**config.mk**
```make
export PLATFORM = sky130hd
export DESIGN_NAME = sccb_responder
export DESIGN_NICKNAME = d
export VERILOG_FILES = /design/src/rtl/sccb_responder.sv
export SDC_FILE = /design/constraint.sdc
export NUM_CORES = 1
export LEC_CHECK = 0
export BUFFER_PORTS_ARGS = -buffer_cell sky130_fd_sc_hd__buf_2
export CAP_MARGIN = 20
export CORE_MARGIN = 10
export CORE_UTILIZATION = 45
export CTS_CLUSTER_SIZE = 30
export DETAILED_ROUTE_END_ITERATION = 12
export HOLD_SLACK_MARGIN = 0.06
export PLACE_DENSITY = 0.69
export SLEW_MARGIN = 20
export SYNTH_ARGS = -nofsm -noshare
export SYNTH_HDL_FRONTEND = slang
export SYNTH_SLANG_ARGS = --single-unit
```
**constraint.sdc**
```tcl
create_clock -name PCLK -period 1.55 [get_ports PCLK]
set_input_delay 0.155 -clock PCLK [delete_from_list [all_inputs] [get_ports PCLK]]
set_output_delay 0.155 -clock PCLK [all_outputs]
set_load 0.01 [all_outputs]
```
**src/rtl/sccb_responder.sv**
```systemverilog
// SCCB register-access responder: decodes ID / sub-address / data bytes and drives read data open-drain.
// Define SCCB_RESP_ACK_EN to pull SIOD low on the 9th bit of ID, sub-address and write-data bytes.
module sccb_responder #(
    parameter logic [6:0] DEV_ID = 7'h21
) (
    input  logic       PCLK,
    input  logic       PRESET,
    input  logic       sioc_in,
    input  logic       siod_in,
    output logic       siod_oe,
    output logic [7:0] reg_addr,
    output logic [7:0] reg_wdata,
    output logic       reg_we,
    output logic       reg_re,
    input  logic [7:0] reg_rdata,
    output logic       busy
);

`ifdef SCCB_RESP_ACK_EN
    localparam logic ACK_DRIVE = 1'b1;
`else
    localparam logic ACK_DRIVE = 1'b0;
`endif

    typedef enum logic [3:0] {
        IDLE, ID, ID_X, SUB, SUB_X, WDATA, WD_X, RDATA, RD_NA, WAIT_STOP
    } state_t;

    state_t     state, state_next;
    logic       sioc_s1, sioc_s2, sioc_q;
    logic       siod_s1, siod_s2, siod_q;
    logic       sioc_rise, sioc_fall, start_ev, stop_ev;
    logic [2:0] bit_cnt;
    logic [7:0] shreg;
    logic [7:0] rx_byte;
    logic       rd_op;
    logic       last_bit;
    logic       x_state;
    logic       oe_next;

    always_ff @(posedge PCLK or posedge PRESET) begin
        if (PRESET) begin
            sioc_s1 <= 1'b1;
            sioc_s2 <= 1'b1;
            sioc_q  <= 1'b1;
            siod_s1 <= 1'b1;
            siod_s2 <= 1'b1;
            siod_q  <= 1'b1;
        end else begin
            sioc_s1 <= sioc_in;
            sioc_s2 <= sioc_s1;
            sioc_q  <= sioc_s2;
            siod_s1 <= siod_in;
            siod_s2 <= siod_s1;
            siod_q  <= siod_s2;
        end
    end

    assign sioc_rise = sioc_s2 & ~sioc_q;
    assign sioc_fall = ~sioc_s2 & sioc_q;
    assign start_ev  = sioc_s2 & sioc_q & siod_q & ~siod_s2;
    assign stop_ev   = sioc_s2 & sioc_q & ~siod_q & siod_s2;
    // Byte including the bit being sampled on this SIOC rise.
    assign rx_byte   = {shreg[6:0], siod_s2};
    assign last_bit  = sioc_rise && (bit_cnt == 3'd7);

    always_ff @(posedge PCLK or posedge PRESET) begin
        if (PRESET) state <= IDLE;
        else        state <= state_next;
    end

    always_comb begin
        state_next = state;
        if (stop_ev) begin
            state_next = IDLE;
        end else if (start_ev) begin
            state_next = ID;
        end else if (sioc_rise) begin
            case (state)
                ID:    if (last_bit) state_next = (rx_byte[7:1] == DEV_ID) ? ID_X : WAIT_STOP;
                ID_X:  state_next = rd_op ? RDATA : SUB;
                SUB:   if (last_bit) state_next = SUB_X;
                SUB_X: state_next = WDATA;
                WDATA: if (last_bit) state_next = WD_X;
                WD_X:  state_next = WAIT_STOP;
                RDATA: if (last_bit) state_next = RD_NA;
                RD_NA: state_next = WAIT_STOP;
                default: state_next = state;
            endcase
        end
    end

    always_comb begin
        busy    = (state != IDLE);
        x_state = (state == ID_X) || (state == SUB_X) || (state == WD_X);
        case (state)
            ID_X, SUB_X, WD_X: oe_next = ACK_DRIVE;
            RDATA:             oe_next = ~shreg[7];
            default:           oe_next = 1'b0;
        endcase
    end

    // Byte-level datapath; the read byte is loaded on the cycle after reg_re and then shifts out on SIOC rises.
    always_ff @(posedge PCLK or posedge PRESET) begin
        if (PRESET) begin
            bit_cnt   <= 3'd0;
            shreg     <= 8'h00;
            rd_op     <= 1'b0;
            reg_addr  <= 8'h00;
            reg_wdata <= 8'h00;
            reg_we    <= 1'b0;
            reg_re    <= 1'b0;
            siod_oe   <= 1'b0;
        end else begin
            reg_we <= 1'b0;
            reg_re <= 1'b0;
            if (reg_re)         shreg <= reg_rdata;
            else if (sioc_rise) shreg <= rx_byte;
            if (start_ev || stop_ev) begin
                bit_cnt <= 3'd0;
                siod_oe <= 1'b0;
            end else begin
                if (sioc_rise && !x_state && (state != IDLE)) bit_cnt <= bit_cnt + 3'd1;
                if (sioc_fall) siod_oe <= oe_next;
                if ((state == ID) && last_bit) rd_op <= rx_byte[0];
                if ((state == SUB) && last_bit) reg_addr <= rx_byte;
                if ((state == WDATA) && last_bit) begin
                    reg_wdata <= rx_byte;
                    reg_we    <= 1'b1;
                end
                if ((state == ID_X) && sioc_rise && rd_op) reg_re <= 1'b1;
            end
        end
    end

endmodule

```
## Yosys cells after proc, flatten, opt, wreduce, memory -nomap -nowiden

Cells that the tools add are included.

- Equal/unequal tests: 14
- Reduce and logical (&&, ||, !) cells: 23
- Bitwise logic cells: 13
- Add/subtract/negate cells: 1
- Mux-type cells: 21

Operators with widths:

| cell | count |
|---|---|
| 2-to-1 mux 4 bit | 8 |
| case mux 4 bit (7 select lines) | 1 |
| equality test 4 x 3 -> 1 bit (second input constant) | 4 |
| 2-to-1 mux 8 bit | 2 |
| != test 4 bit (second input constant) | 4 |
| 2-to-1 mux 3 bit | 3 |
| nonzero test 9 bit | 1 |
| equality test 4 x 2 -> 1 bit (second input constant) | 2 |
| logical AND 1 bit | 8 |
| bitwise AND 1 bit | 7 |
| equality test 7 x 6 -> 1 bit (second input constant) | 1 |
| 2-to-1 mux 1 bit | 7 |
| inverter 1 bit | 6 |
| AND reduction 2 bit | 3 |
| AND reduction 6 bit | 1 |
| nonzero test 2 bit | 3 |
| equality test 4 x 1 -> 1 bit (second input constant) | 1 |
| equality test 4 bit (second input constant) | 1 |
| nonzero test 4 bit | 1 |
| adder 3 x 1 -> 3 bit (second input constant) | 1 |
| equality test 3 bit (second input constant) | 1 |
| logical OR 1 bit | 3 |
| nonzero test 3 bit | 1 |
| OR reduction 2 bit | 1 |
| zero test 1 bit | 1 |

- Input bits: 12
- Output and inout bits: 20
- Flip-flop bits (word level): 41
- Word-level logic and storage cells: 87

## Longest topological paths before layout

Gate-level depths: netlist of the first run.

- Depth after elaboration: 8
- Depth in mapped cells: 6
- Mapped depth without buffers: 5

## Worst setup path before layout of the first run

Ideal clock, no wire load.

- Path type: flip-flop to flip-flop
- Start: register sioc_q
- End: register reg_addr[0]
- Cell stages (with the launch flop): 6
- Clock period less this slack: 1.648 ns
- Arrival: 1.523 ns
- Path slack: -0.098 ns
- Library setup time: 0.125 ns
- Data required time: 1.425 ns
- Buffers on the path: 1
- Cell sequence: dfstp_2 > and2b_1 > and3_1 > buf_2 > nand2_2 > mux2_2

- Word-level cells in the longest chain between the ends: 6
- Elaborated cells on any way between the ends: 12
- Classes of those cells: bitwise: 8; reduce/logical: 4

RTL lines:

| item | RTL line | text |
|---|---|---|
| start, declared | 30 | `logic sioc_s1, sioc_s2, sioc_q;` |
| start signal, assigned | 52 | `sioc_q <= sioc_s2;` |
| bitwise AND 1 bit | 61, 62 |  |
| bitwise AND 1 bit (on tied branches) (2 in series) | 61, 62 |  |
| logical OR 1 bit | 119 | `if (start_ev \|\| stop_ev) begin` |
| inverter 1 bit (no line) | -- |  |
| AND reduction 2 bit (no line) * | -- |  |
| end signal, assigned | 126 | `if ((state == SUB) && last_bit) reg_addr <= rx_byte;` |
| end, declared | 11 | `output logic [7:0] reg_addr,` |

Mark *: on every way between the ends. The rest lies on a longest branch, timed or not.
A chain may end at the register's enable or synchronous reset.

## Worst setup path in the final report of the first run

- Start: register shreg[1]
- End: register state[3]

- Word-level cells in the longest chain between the ends: 7

RTL lines:

| item | RTL line | text |
|---|---|---|
| start, declared | 34 | `logic [7:0] shreg;` |
| start signal, assigned | 117 | `if (reg_re) shreg <= reg_rdata;` |
| start signal, assigned | 118 | `else if (sioc_rise) shreg <= rx_byte;` |
| equality test 7 x 6 -> 1 bit | 80 | `ID: if (last_bit) state_next = (rx_byte[7:1] == DEV_ID) ? ID_X : WAIT_STOP;` |
| 2-to-1 mux 4 bit (2 in series) | 80 |  |
| case mux 4 bit (7 select lines) | 79 | `case (state)` |
| 2-to-1 mux 4 bit | 78 | `end else if (sioc_rise) begin` |
| 2-to-1 mux 4 bit | 76 | `end else if (start_ev) begin` |
| 2-to-1 mux 4 bit | 74 | `if (stop_ev) begin` |
| end signal, assigned | 69 | `else state <= state_next;` |
| end, declared | 29 | `state_t state, state_next;` |

No other way between the ends. The select of a mux whose other input is x is not followed.

==> results of run 1 <==
-- tightest hold or removal path, stage by stage --
cell and delay (ns):
sky130_fd_sc_hd__buf_2 0.08, sky130_fd_sc_hd__nand2_1 0.04, sky130_fd_sc_hd__o21ai_0 0.06
-- cell usage after synthesis, types with 2 or more instances --
library cell and n:
sky130_fd_sc_hd__a21oi_1 2, sky130_fd_sc_hd__a22o_1 2, sky130_fd_sc_hd__and3_1 2, sky130_fd_sc_hd__buf_2 2
sky130_fd_sc_hd__clkbuf_1 3, sky130_fd_sc_hd__dfrtp_1 35, sky130_fd_sc_hd__dfstp_2 6, sky130_fd_sc_hd__ha_1 2
sky130_fd_sc_hd__inv_1 3, sky130_fd_sc_hd__mux2_2 17, sky130_fd_sc_hd__mux2i_1 9, sky130_fd_sc_hd__nand2_1 16
sky130_fd_sc_hd__nand2b_1 2, sky130_fd_sc_hd__nand3b_1 2, sky130_fd_sc_hd__nor2_1 6, sky130_fd_sc_hd__nor2b_1 3
sky130_fd_sc_hd__nor3_1 2, sky130_fd_sc_hd__o21ai_0 18
-- cells in the final DEF (no fill, tap or decap), drive strengths merged, types with 2 or more instances in the layout --
cell         Yosys  final
nor2b            3      3
nand3b           3      4
nand2           17     17
dfstp            6      6
inv              3      3
mux2            17     17
a22o             2      2
buf              4     55
a21oi            2      2
nand2b           2      2
nor2             6      6
dlygate4sd3      0      3
ha               2      2
o21ai           18     18
nor3             2      2
mux2i            9      9
dfrtp           35     35
and3             2      2
clkbuf           3      7
-- what timing repair did --
action / CTS / global route
cloned: 1 / 0
hold buffers: 3 / 0
endpoints found under the hold margin: 37 / 0
gates resized for setup: 10 / 17
setup endpoints to repair: 20 / 24
pin swaps: 5 / 5
setup buffers: 0 / 3
-- per-layer routing --
layer | global-route usage [%] | routed length (µm)
met1 | 14.2 | 1960
met2 | 20.7 | 2240
met3 | 4.30 | 211
met4 | 4.11 | 67
met5 | 0 | 0
-- power groups by stage --
stage,sequential [mW],clock (mW),combinational (mW)
finish,1.30,0.721,0.506
global route,1.31,0.785,0.561
CTS,1.29,0.740,0.479
detailed placement,1.30,0,0.464
global placement,1.29,0,0.443
floorplan,1.30,0,0.223
-- final timing paths --
| check | to | cells past startpoint | slack [ns] | startpoint |
|---|---|---|---|---|
| min in group asynchronous | reg_we | 4 | 0.52 | PRESET |
| worst max register to register | state[3] | 4 | -0.05 | shreg[1] |
| worst min-delay path | shreg[4] | 3 | 0.07 | reg_rdata[4] |
| worst max-delay path | state[3] | 4 | -0.05 | shreg[1] |
| max in group asynchronous | sioc_q | 4 | 0.67 | PRESET |
| worst min register to register | sioc_s2 | 0 | 0.36 | sioc_s1 |
-- final cells by class --
cell class | count | area [µm²] | share of cell area (%)
Sequential cell | 41 | 1030 | 41.7
Multi-Input combinational cell | 102 | 896 | 36.1
Timing Repair Buffer | 58 | 382 | 15.4
Clock buffer | 7 | 86.3 | 3.48
Tap cell | 50 | 62.6 | 2.52
Inverter | 3 | 11.3 | 0.454
Clock inverter | 1 | 7.51 | 0.303
-- logic make-up after synthesis --
group	synth area share (%)
AND/OR/NAND/NOR	12.6
adder cells (fa/ha/maj)	1.37
flip-flops	56.8
buffers and inverters	2.41
multiplexers	15.5
XOR/XNOR	0.481
AO/OA/AOI/OAI	10.9
-- sequential cells by signal, summed over array words and instances (netlist names), 3 cells and up --
signal	count
bit_cnt	3
reg_addr	8
reg_wdata	8
shreg	8
state	4
-- per-stage QoR --
step / hold WS (ns) / TNS (ns) / instance area (µm²) / power (mW)
after floorplan: 0.159 / -0.668 / 1860 / 1.52
after global placement: 0.263 / -0.591 / 2210 / 1.73
after detailed placement: 0.261 / -2.23 / 2210 / 1.77
after CTS: 0.0697 / -0.218 / 2390 / 2.50
after global routing: 0.0761 / -0.808 / 2480 / 2.66
final: 0.0685 / -0.231 / 2480 / 2.53
==> load_flow_metrics.sql, run 1 <==
INSERT INTO impl_metrics (metric_group, metric, value, unit) VALUES
('outcome', 'status', 'finished with violations', ''),
('outcome', 'failed_checks', 'negative setup slack', ''),
('sta', 'rsz_0062_raised_after_global_routing', 'yes', ''),
('critical_path', 'worstPathArrival', '1.79', 'ns'),
('yosys', 'syn-instance-count', '152', ''),
('power', 'power.sequential.fraction', '51.4', '%'),
('yosys', 'postSynth.asyncResetShare', '100', '%'),
('place', 'place.port_buffers', '31', ''),
('clock_network', 'cts_inserted_buffers', '5', ''),
('global_route', 'grt-ovfl-total', '0', ''),
('min_path', 'worst_hold_path_type', 'primary input to flop', ''),
('yosys', 'ys_types', '38', ''),
('critical_path', 'timing.critical_path.slowest_cell_delay', '0.58', 'ns'),
('drt', 'routed-via-count', '1392', ''),
('drt', 'vias_per_cell', '5.31', ''),
('clock_network', 'clk_path_buf_depth', '2', ''),
('critical_path', 'crit_chain', 'or4_4, o31ai_4, o211ai_1, a22o_1', ''),
('power', 'cell_internal_pwr', '1.81', 'mW'),
('clock_network', 'numClockSinks', '41', ''),
('global_route', 'gr-usage-all-layers', '12.3', '%'),
('drt', 'detail_route.iter0.violations', '147', ''),
('critical_path', 'critical_path_peak_fanout', '3', ''),
('power', 'p_sw', '0.719', 'mW'),
('power', 'power.share.clock', '28.5', '%'),
('power', 'power_density_over_the_cells', '1020', 'nW/µm²'),
('layout', 'postLayoutCoreUtil', '62.4', '%'),
('sta', 'setup-violations-final', '9', ''),
('floorplan', 'boundaryPins', '32', ''),
('clock_network', 'worstSkewPairLatency', '0.30', 'ns'),
('sta', 'timing.final.hold_violations', '0', ''),
('critical_path', 'setup.worst_path.class', 'flop to flop', ''),
('critical_path', 'required', '1.74', 'ns'),
('place', 'placed_cells', '247', ''),
('floorplan', 'placement_rows', '23', ''),
('sta', 'worst_pin_slew', '0.485', 'ns'),
('place', 'hpwlAfterDp', '3030', 'µm'),
('global_route', 'grt_start_max_net_pins', '42', ''),
('yosys', 'synth.yosys.seq_area_share', '56.8', '%'),
('sta', 'layout_worst_path_cycle_share', '103', '%'),
('place', 'dp_slack', '-0.148', 'ns'),
('clock_network', 'htreeDepth', '2', ''),
('yosys', 'synth-edff-count', '0', ''),
('layout', 'drive_gt1_share', '47.6', '%'),
('critical_path', 'endpoint_kind', 'flop', ''),
('yosys', 'synth-main-ff-cell', 'sky130_fd_sc_hd__dfrtp_1', ''),
('floorplan', 'dieArea', '6990', 'µm²'),
('drt', 'drc_errors', '0', ''),
('global_route', 'initial_antenna_violation_count', '0', ''),
('clock_network', 'clk_root_buffer_cell', 'sky130_fd_sc_hd__clkbuf_8', ''),
('power', 'power.ir.vdd_worst', '0.638', 'mV'),
('global_route', 'grt_first_pass_wirelength', '7160', 'µm'),
('sta', 'max-slew-margin-rel', '67.7', '%'),
('job', 'timing.max_cap.violations', '0', ''),
('floorplan', 'die_y', '83.6', 'µm'),
('drt', 'ant_nets', '0', ''),
('yosys', 'synth_top_area_share', '48.1', '%'),
('layout', 'areaGrowthSynthToFinish', '36.2', '%'),
('floorplan', 'die_w', '83.6', 'µm'),
('sta', 'setup_slack', '-0.0542', 'ns'),
('critical_path', 'critPathTopFamily', 'simple AND/OR/NAND/NOR gates', ''),
('clock_network', 'cts.reportedPaths.clkPinSlew', '0.08', 'ns'),
('layout', 'num-fill-cells', '311', ''),
('floorplan', 'core_region_area', '3970', 'µm²'),
('yosys', 'synth.cell_area', '1820', 'µm²'),
('power', 'comb_power_share', '20.1', '%'),
('drt', 'detailedRoute.firstPassIterationCount', '4', ''),
('power', 'p_leak', '1.34', 'nW'),
('yosys', 'mappedNetlistNets', '166', ''),
('yosys', 'largest_cells_by_area_after_synthesis', 'sky130_fd_sc_hd__dfrtp_1 48%, sky130_fd_sc_hd__mux2_2 11%, sky130_fd_sc_hd__dfstp_2 8.7%', ''),
('sta', 'skew', '0.00845', 'ns'),
('place', 'place.gp.congestion', '0.842', '');
Note: power is estimated with default switching activity, not from simulation.
==> run 2: changes to the inputs <==
Settings changed: RECOVER_POWER set to 25.
==> load_flow_metrics.sql, run 2 (synthesized netlist as in run 1, its figures left out) <==
INSERT INTO impl_metrics (metric_group, metric, value, unit) VALUES
('power', 'power_density_over_the_cells', '1020', 'nW/µm²'),
('place', 'place.gp.congestion', '0.842', ''),
('clock_network', 'numClockSinks', '41', ''),
('clock_network', 'htreeDepth', '2', ''),
('sta', 'timing.final.hold_violations', '0', ''),
('layout', 'drive_gt1_share', '47.2', '%'),
('place', 'hpwlAfterDp', '3030', 'µm'),
('drt', 'finalWirelength', '4480', 'µm'),
('place', 'place.port_buffers', '31', ''),
('clock_network', 'clk_path_buf_depth', '2', ''),
('sta', 'period_minus_slack', '1.60', 'ns'),
('drt', 'ant_nets', '0', ''),
('sta', 'timing.fmax', '623', 'MHz'),
('sta', 'setup_slack', '-0.0542', 'ns'),
('layout', 'num-fill-cells', '314', ''),
('critical_path', 'ff2ff_setup_slack', '-0.05', 'ns'),
('layout', 'area.sequential', '1030', 'µm²'),
('global_route', 'grt_first_pass_wirelength', '7160', 'µm'),
('sta', 'setup_total_negative_slack', '-0.234', 'ns'),
('floorplan', 'placement_rows', '23', ''),
('power', 'totalPowerFinal', '2.53', 'mW'),
('floorplan', 'boundaryPins', '32', ''),
('drt', 'detail_route.iter0.violations', '146', ''),
('outcome', 'failed_checks', 'negative setup slack', ''),
('layout', 'fin_nets', '225', ''),
('sta', 'worst_pin_slew', '0.962', 'ns'),
('layout', 'final_common_cell', 'sky130_fd_sc_hd__dfrtp_1', ''),
('drt', 'routed-via-count', '1389', ''),
('drt', 'vias_per_cell', '5.30', ''),
('floorplan', 'core_region_area', '3970', 'µm²'),
('floorplan', 'die_w', '83.6', 'µm'),
('power', 'p_leak', '1.33', 'nW'),
('global_route', 'gr-usage-all-layers', '12.3', '%'),
('sta', 'rsz_0062_raised_after_global_routing', 'yes', ''),
('power', 'power.ir.vdd_worst', '0.639', 'mV'),
('sta', 'layout_worst_path_cycle_share', '103', '%'),
('drt', 'wl_per_cell', '17.1', 'µm'),
('global_route', 'grt-ovfl-total', '0', ''),
('sta', 'max-slew-margin-rel', '35.9', '%'),
('critical_path', 'required', '1.74', 'ns'),
('global_route', 'initial_antenna_violation_count', '0', ''),
('sta', 'timing_max_transition_violations_final', '0', ''),
('global_route', 'grt_start_max_net_pins', '42', ''),
('min_path', 'worst_hold_path_type', 'primary input to flop', ''),
('clock_network', 'worstSkewPairLatency', '0.30', 'ns'),
('critical_path', 'crit_path_start', 'shreg[1]', ''),
('floorplan', 'die_y', '83.6', 'µm'),
('clock_network', 'clk_root_buffer_cell', 'sky130_fd_sc_hd__clkbuf_8', ''),
('clock_network', 'cts.reportedPaths.clkPinSlew', '0.08', 'ns'),
('layout', 'reg_top3', 'reg_addr (8), reg_wdata (8), shreg (8)', ''),
('critical_path', 'critical_path_peak_fanout', '3', ''),
('critical_path', 'endpoint_kind', 'flop', ''),
('outcome', 'status', 'finished with violations', ''),
('drt', 'detailedRoute.firstPassIterationCount', '4', ''),
('sta', 'skew', '0.00829', 'ns'),
('layout', 'top_library_cells_by_usage_in_the_layout_fill_and_taps_aside', '34 x sky130_fd_sc_hd__dfrtp_1, 31 x sky130_fd_sc_hd__buf_2, 20 x sky130_fd_sc_hd__buf_4', ''),
('floorplan', 'dieArea', '6990', 'µm²'),
('layout', 'areaGrowthSynthToFinish', '35.9', '%'),
('critical_path', 'critPathLaunchType', 'flop', ''),
('layout', 'multi_input_combinational_cell_area', '896', 'µm²'),
('min_path', 'timing.hold.worst.start', 'reg_rdata[4]', ''),
('sta', 'setup-violations-final', '9', ''),
('drt', 'drc_errors', '0', ''),
('critical_path', 'setup.worst_path.class', 'flop to flop', ''),
('job', 'timing.max_cap.violations', '0', ''),
('layout', 'antenna_cells', '0', ''),
('critical_path', 'reg2reg_from', 'shreg[1]', ''),
('floorplan', 'start_util', '45.8', '%'),
('place', 'dp_slack', '-0.148', 'ns'),
('critical_path', 'worstPathArrival', '1.79', 'ns'),
('global_route', 'first_global_vias', '1423', ''),
('clock_network', 'tritoncts_clock_tree', 'done', ''),
('clock_network', 'cts_inserted_buffers', '5', '');
## run 2: cell count changes in the layout (fill, tap and decap cells not counted), sizes merged
cell / change
buf: -2
clkbuf: +2
## run 2: power breakdown
group | internal [mW] | switching (mW)
registers | 1.19 | 0.105
clock network | 0.362 | 0.361
logic | 0.250 | 0.255
total | 1.80 | 0.721
## run 2: path summary, 6_finish.rpt
check	end	cells after the start
setup reg to reg	state[3]	4
hold / removal	shreg[4]	3
hold reg to reg	sioc_s2	0
min in group asynchronous	reg_we	4
setup / recovery	state[3]	4
max in group asynchronous	state[1]	4
## run 2: metal layers
layer	track usage (%)	up-vias	wire (µm)
li1	-	654	-
met1	14.2	693	1960
met2	20.7	34	2250
met3	4.30	8	208
met4	4.11	0	67
met5	0	-	0
## run 2: final cells by class
cell class              instances  area share (%)
clock buffers                   7            3.49
clock inverters                 1           0.303
inverters                       3           0.455
multi-input cells             102            36.2
flip-flops and latches         41            41.8
well taps                      50            2.53
repair buffers                 58            15.2
## run 2: per-stage QoR
stage / hold slack, ns / utilization [%] / std cells / cell area [µm²]
5_1_grt: 0.0761 / 62.3 / 262 / 2470
3_3_place_gp: 0.263 / 55.7 / 247 / 2210
2_1_floorplan: 0.159 / - / 152 / 1860
4_1_cts: 0.0697 / 60.2 / 259 / 2390
3_5_place_dp: 0.261 / 55.7 / 247 / 2210
6_report: 0.0670 / 62.3 / 262 / 2470
## run 2: worst max-delay path: stages (launching register included)
cell	delay, ns
sky130_fd_sc_hd__dfrtp_1	0.38
sky130_fd_sc_hd__or4_4	0.58
sky130_fd_sc_hd__o31ai_4	0.21
sky130_fd_sc_hd__o211ai_1	0.14
sky130_fd_sc_hd__a22o_1	0.19
## run 2: repair_timing
action	4_1_cts	5_1_grt
hold endpoints to repair	37	0
setup endpoints to repair	20	24
hold buffers	3	0
cloned	1	0
setup buffers	0	3
gates resized for setup	10	17
pin swaps	5	5
==> run 3: changes to the inputs <==
Settings changed: ABC_CLOCK_PERIOD_IN_PS set to 1550, REMOVE_ABC_BUFFERS set to 1.
==> load_flow_metrics.sql, run 3 (synthesized netlist as in run 1, its figures left out) <==
INSERT INTO impl_metrics (metric_group, metric, value, unit) VALUES
('power', 'cell_internal_pwr', '1.75', 'mW'),
('layout', 'top_library_cells_by_usage_in_the_layout_fill_and_taps_aside', '34 x sky130_fd_sc_hd__dfrtp_1, 27 x sky130_fd_sc_hd__buf_2, 20 x sky130_fd_sc_hd__buf_4', ''),
('drt', 'finalWirelength', '4060', 'µm'),
('drt', 'dr.max_layer_used', 'met4', ''),
('global_route', 'first_global_vias', '1477', ''),
('critical_path', 'setup.worst_path.class', 'flop to flop', ''),
('clock_network', 'tritoncts_clock_tree', 'done', ''),
('critical_path', 'timing.critical_path.slowest_stage_cell', 'sky130_fd_sc_hd__dfrtp_2', ''),
('critical_path', 'critical_path_peak_fanout', '8', ''),
('drt', 'routed-via-count', '1391', ''),
('min_path', 'worst_hold_path_type', 'primary input to flop', ''),
('sta', 'setup_slack', '-0.00928', 'ns'),
('layout', 'layoutNonFillerInstCount', '261', ''),
('drt', 'detail_route.iter0.violations', '113', ''),
('sta', 'period_minus_slack', '1.56', 'ns'),
('sta', 'timing.final.hold_violations', '0', ''),
('layout', 'antenna_cells', '0', ''),
('sta', 'skew', '0.00823', 'ns'),
('global_route', 'gr-usage-all-layers', '12.0', '%'),
('layout', 'fin_nets', '225', ''),
('clock_network', 'cts.reportedPaths.clkPinSlew', '0.08', 'ns'),
('drt', 'met1Wirelength', '1860', 'µm'),
('sta', 'layout_worst_path_cycle_share', '101', '%'),
('critical_path', 'crit_chain', 'or3_1, a32oi_1, nor2_1, a32o_1', ''),
('sta', 'worst_pin_slew', '0.982', 'ns'),
('floorplan', 'placement_rows', '23', ''),
('layout', 'final_common_cell', 'sky130_fd_sc_hd__dfrtp_1', ''),
('drt', 'route.met3.wl', '216', 'µm'),
('critical_path', 'timing.critical_path.slowest_cell_delay', '0.46', 'ns'),
('power', 'totalPowerFinal', '2.41', 'mW'),
('critical_path', 'critPathLaunchType', 'flop', ''),
('clock_network', 'clk_root_buffer_cell', 'sky130_fd_sc_hd__clkbuf_8', ''),
('global_route', 'grt-ovfl-total', '0', ''),
('layout', 'areaGrowthSynthToFinish', '29.9', '%'),
('critical_path', 'worstPathArrival', '1.73', 'ns'),
('layout', 'drive_gt1_share', '42.7', '%'),
('drt', 'drc_errors', '0', ''),
('floorplan', 'core_region_area', '3970', 'µm²'),
('sta', 'setup-violations-final', '4', ''),
('critical_path', 'required', '1.72', 'ns'),
('drt', 'wl_per_cell', '15.6', 'µm'),
('clock_network', 'numClockSinks', '41', ''),
('power', 'switching_share', '27.5', '%'),
('clock_network', 'worstSkewPairLatency', '0.29', 'ns'),
('job', 'timing.max_cap.violations', '0', ''),
('clock_network', 'htreeDepth', '2', ''),
('layout', 'reg_top3', 'reg_addr (8), reg_wdata (8), shreg (8)', ''),
('global_route', 'grt_first_pass_wirelength', '7090', 'µm'),
('floorplan', 'boundaryPins', '32', ''),
('floorplan', 'die_y', '83.6', 'µm'),
('global_route', 'grt_start_max_net_pins', '42', ''),
('drt', 'detailedRoute.firstPassIterationCount', '4', ''),
('power', 'p_sw', '0.664', 'mW'),
('power', 'power.ir.vdd_worst', '0.582', 'mV'),
('sta', 'timing.fmax', '641', 'MHz'),
('drt', 'ant_nets', '0', ''),
('place', 'place.gp.congestion', '0.849', ''),
('floorplan', 'die_w', '83.6', 'µm'),
('power', 'power.share.clock', '27.5', '%'),
('sta', 'timing_max_transition_violations_final', '0', ''),
('critical_path', 'endpoint_kind', 'flop', ''),
('sta', 'max-slew-margin-rel', '34.5', '%'),
('power', 'power_density_over_the_cells', '1020', 'nW/µm²'),
('power', 'p_leak', '1.25', 'nW'),
('layout', 'final_area', '2360', 'µm²'),
('place', 'placed_cells', '247', ''),
('power', 'power.sequential.fraction', '53.4', '%'),
('clock_network', 'cts_inserted_buffers', '5', ''),
('clock_network', 'clk_path_buf_depth', '2', ''),
('place', 'hpwlAfterDp', '2920', 'µm'),
('place', 'placement_cell_area', '2180', 'µm²'),
('outcome', 'failed_checks', 'negative setup slack', ''),
('outcome', 'status', 'finished with violations', ''),
('drt', 'vias_per_cell', '5.33', ''),
('power', 'comb_power_share', '19.1', '%'),
('drt', 'wl_met2', '1930', 'µm'),
('place', 'place.port_buffers', '31', ''),
('global_route', 'initial_antenna_violation_count', '0', ''),
('sta', 'rsz_0062_raised_after_global_routing', 'yes', ''),
('floorplan', 'start_util', '45.8', '%'),
('floorplan', 'dieArea', '6990', 'µm²');
==> run 3: changes by cell type in the layout (fill, tap and decap cells not counted), sizes merged <==
cell,delta
buf,-5
clkbuf,+3
clkinv,+1
clkinvlp,-1
dlygate4sd3,+1
==> run 3: path summary, 6_finish.rpt <==
| kind | start | endpoint | slack (ns) | depth (start not counted) |
|---|---|---|---|---|
| min | reg_rdata[6] | shreg[6] | 0.07 | 3 |
| min reg2reg | sioc_s1 | sioc_s2 | 0.36 | 0 |
| max reg2reg | state[1] | state[1] | -0.009 | 4 |
| min in group asynchronous | PRESET | siod_oe | 0.70 | 4 |
| max in group asynchronous | PRESET | state[1] | 0.17 | 4 |
| max | state[1] | state[1] | -0.009 | 4 |
==> run 3: per-layer routing <==
metal  global-route usage (%)  vias up
met2                     19.0       41
met4                     3.81        0
met5                        0        -
li1                         -      657
met1                     15.0      686
met3                     3.81        7
==> run 3: final cells by class <==
type | instances | area, µm²
multi-input combinational | 102 | 806
clock buffer | 6 | 72.6
tap | 50 | 62.6
sequential | 41 | 1030
fill | 337 | 1610
timing repair buffer | 58 | 369
inverter | 3 | 11.3
clock inverter | 1 | 8.76
==> run 3: power groups by stage <==
| stage | logic, mW | clock network, mW | registers (mW) |
|---|---|---|---|
| 5_1_grt | 0.514 | 0.727 | 1.31 |
| 2_1_floorplan | 0.203 | 0 | 1.31 |
| 3_3_place_gp | 0.402 | 0 | 1.30 |
| 4_1_cts | 0.459 | 0.686 | 1.28 |
| 3_5_place_dp | 0.416 | 0 | 1.31 |
| 6_report | 0.461 | 0.663 | 1.29 |
==> run 3: critical path: cells and delay by family (launching register included) <==
family / cells / cell delay, ns
and+or+nand+nor: 2 / 0.51
AOI/OAI and AO/OA: 2 / 0.48
DFF: 1 / 0.46
==> run 3: metrics by stage <==
| stage | hold slack (ns) | util, % | TNS (ns) | setup WS (ns) |
|---|---|---|---|---|
| 2_1_floorplan | 0.159 | - | -0.599 | -0.0444 |
| 3_3_place_gp | 0.261 | 54.8 | -1.41 | -0.0878 |
| 3_5_place_dp | 0.263 | 54.8 | -2.09 | -0.136 |
| 4_1_cts | 0.0631 | 59.1 | -0.140 | -0.0263 |
| 5_1_grt | 0.0748 | 59.5 | -0.451 | -0.0740 |
| 6_report | 0.0716 | 59.5 | -0.0299 | -0.00928 |
==> run 3: timing repair <==
action / CTS / global route
endpoints found under the hold margin: 38 / 0
pin swaps: 4 / 2
setup endpoints to repair: 18 / 19
cloned: 1 / 0
resized for setup: 7 / 6
hold buffers: 4 / 0
buffers inserted: 2 / 0
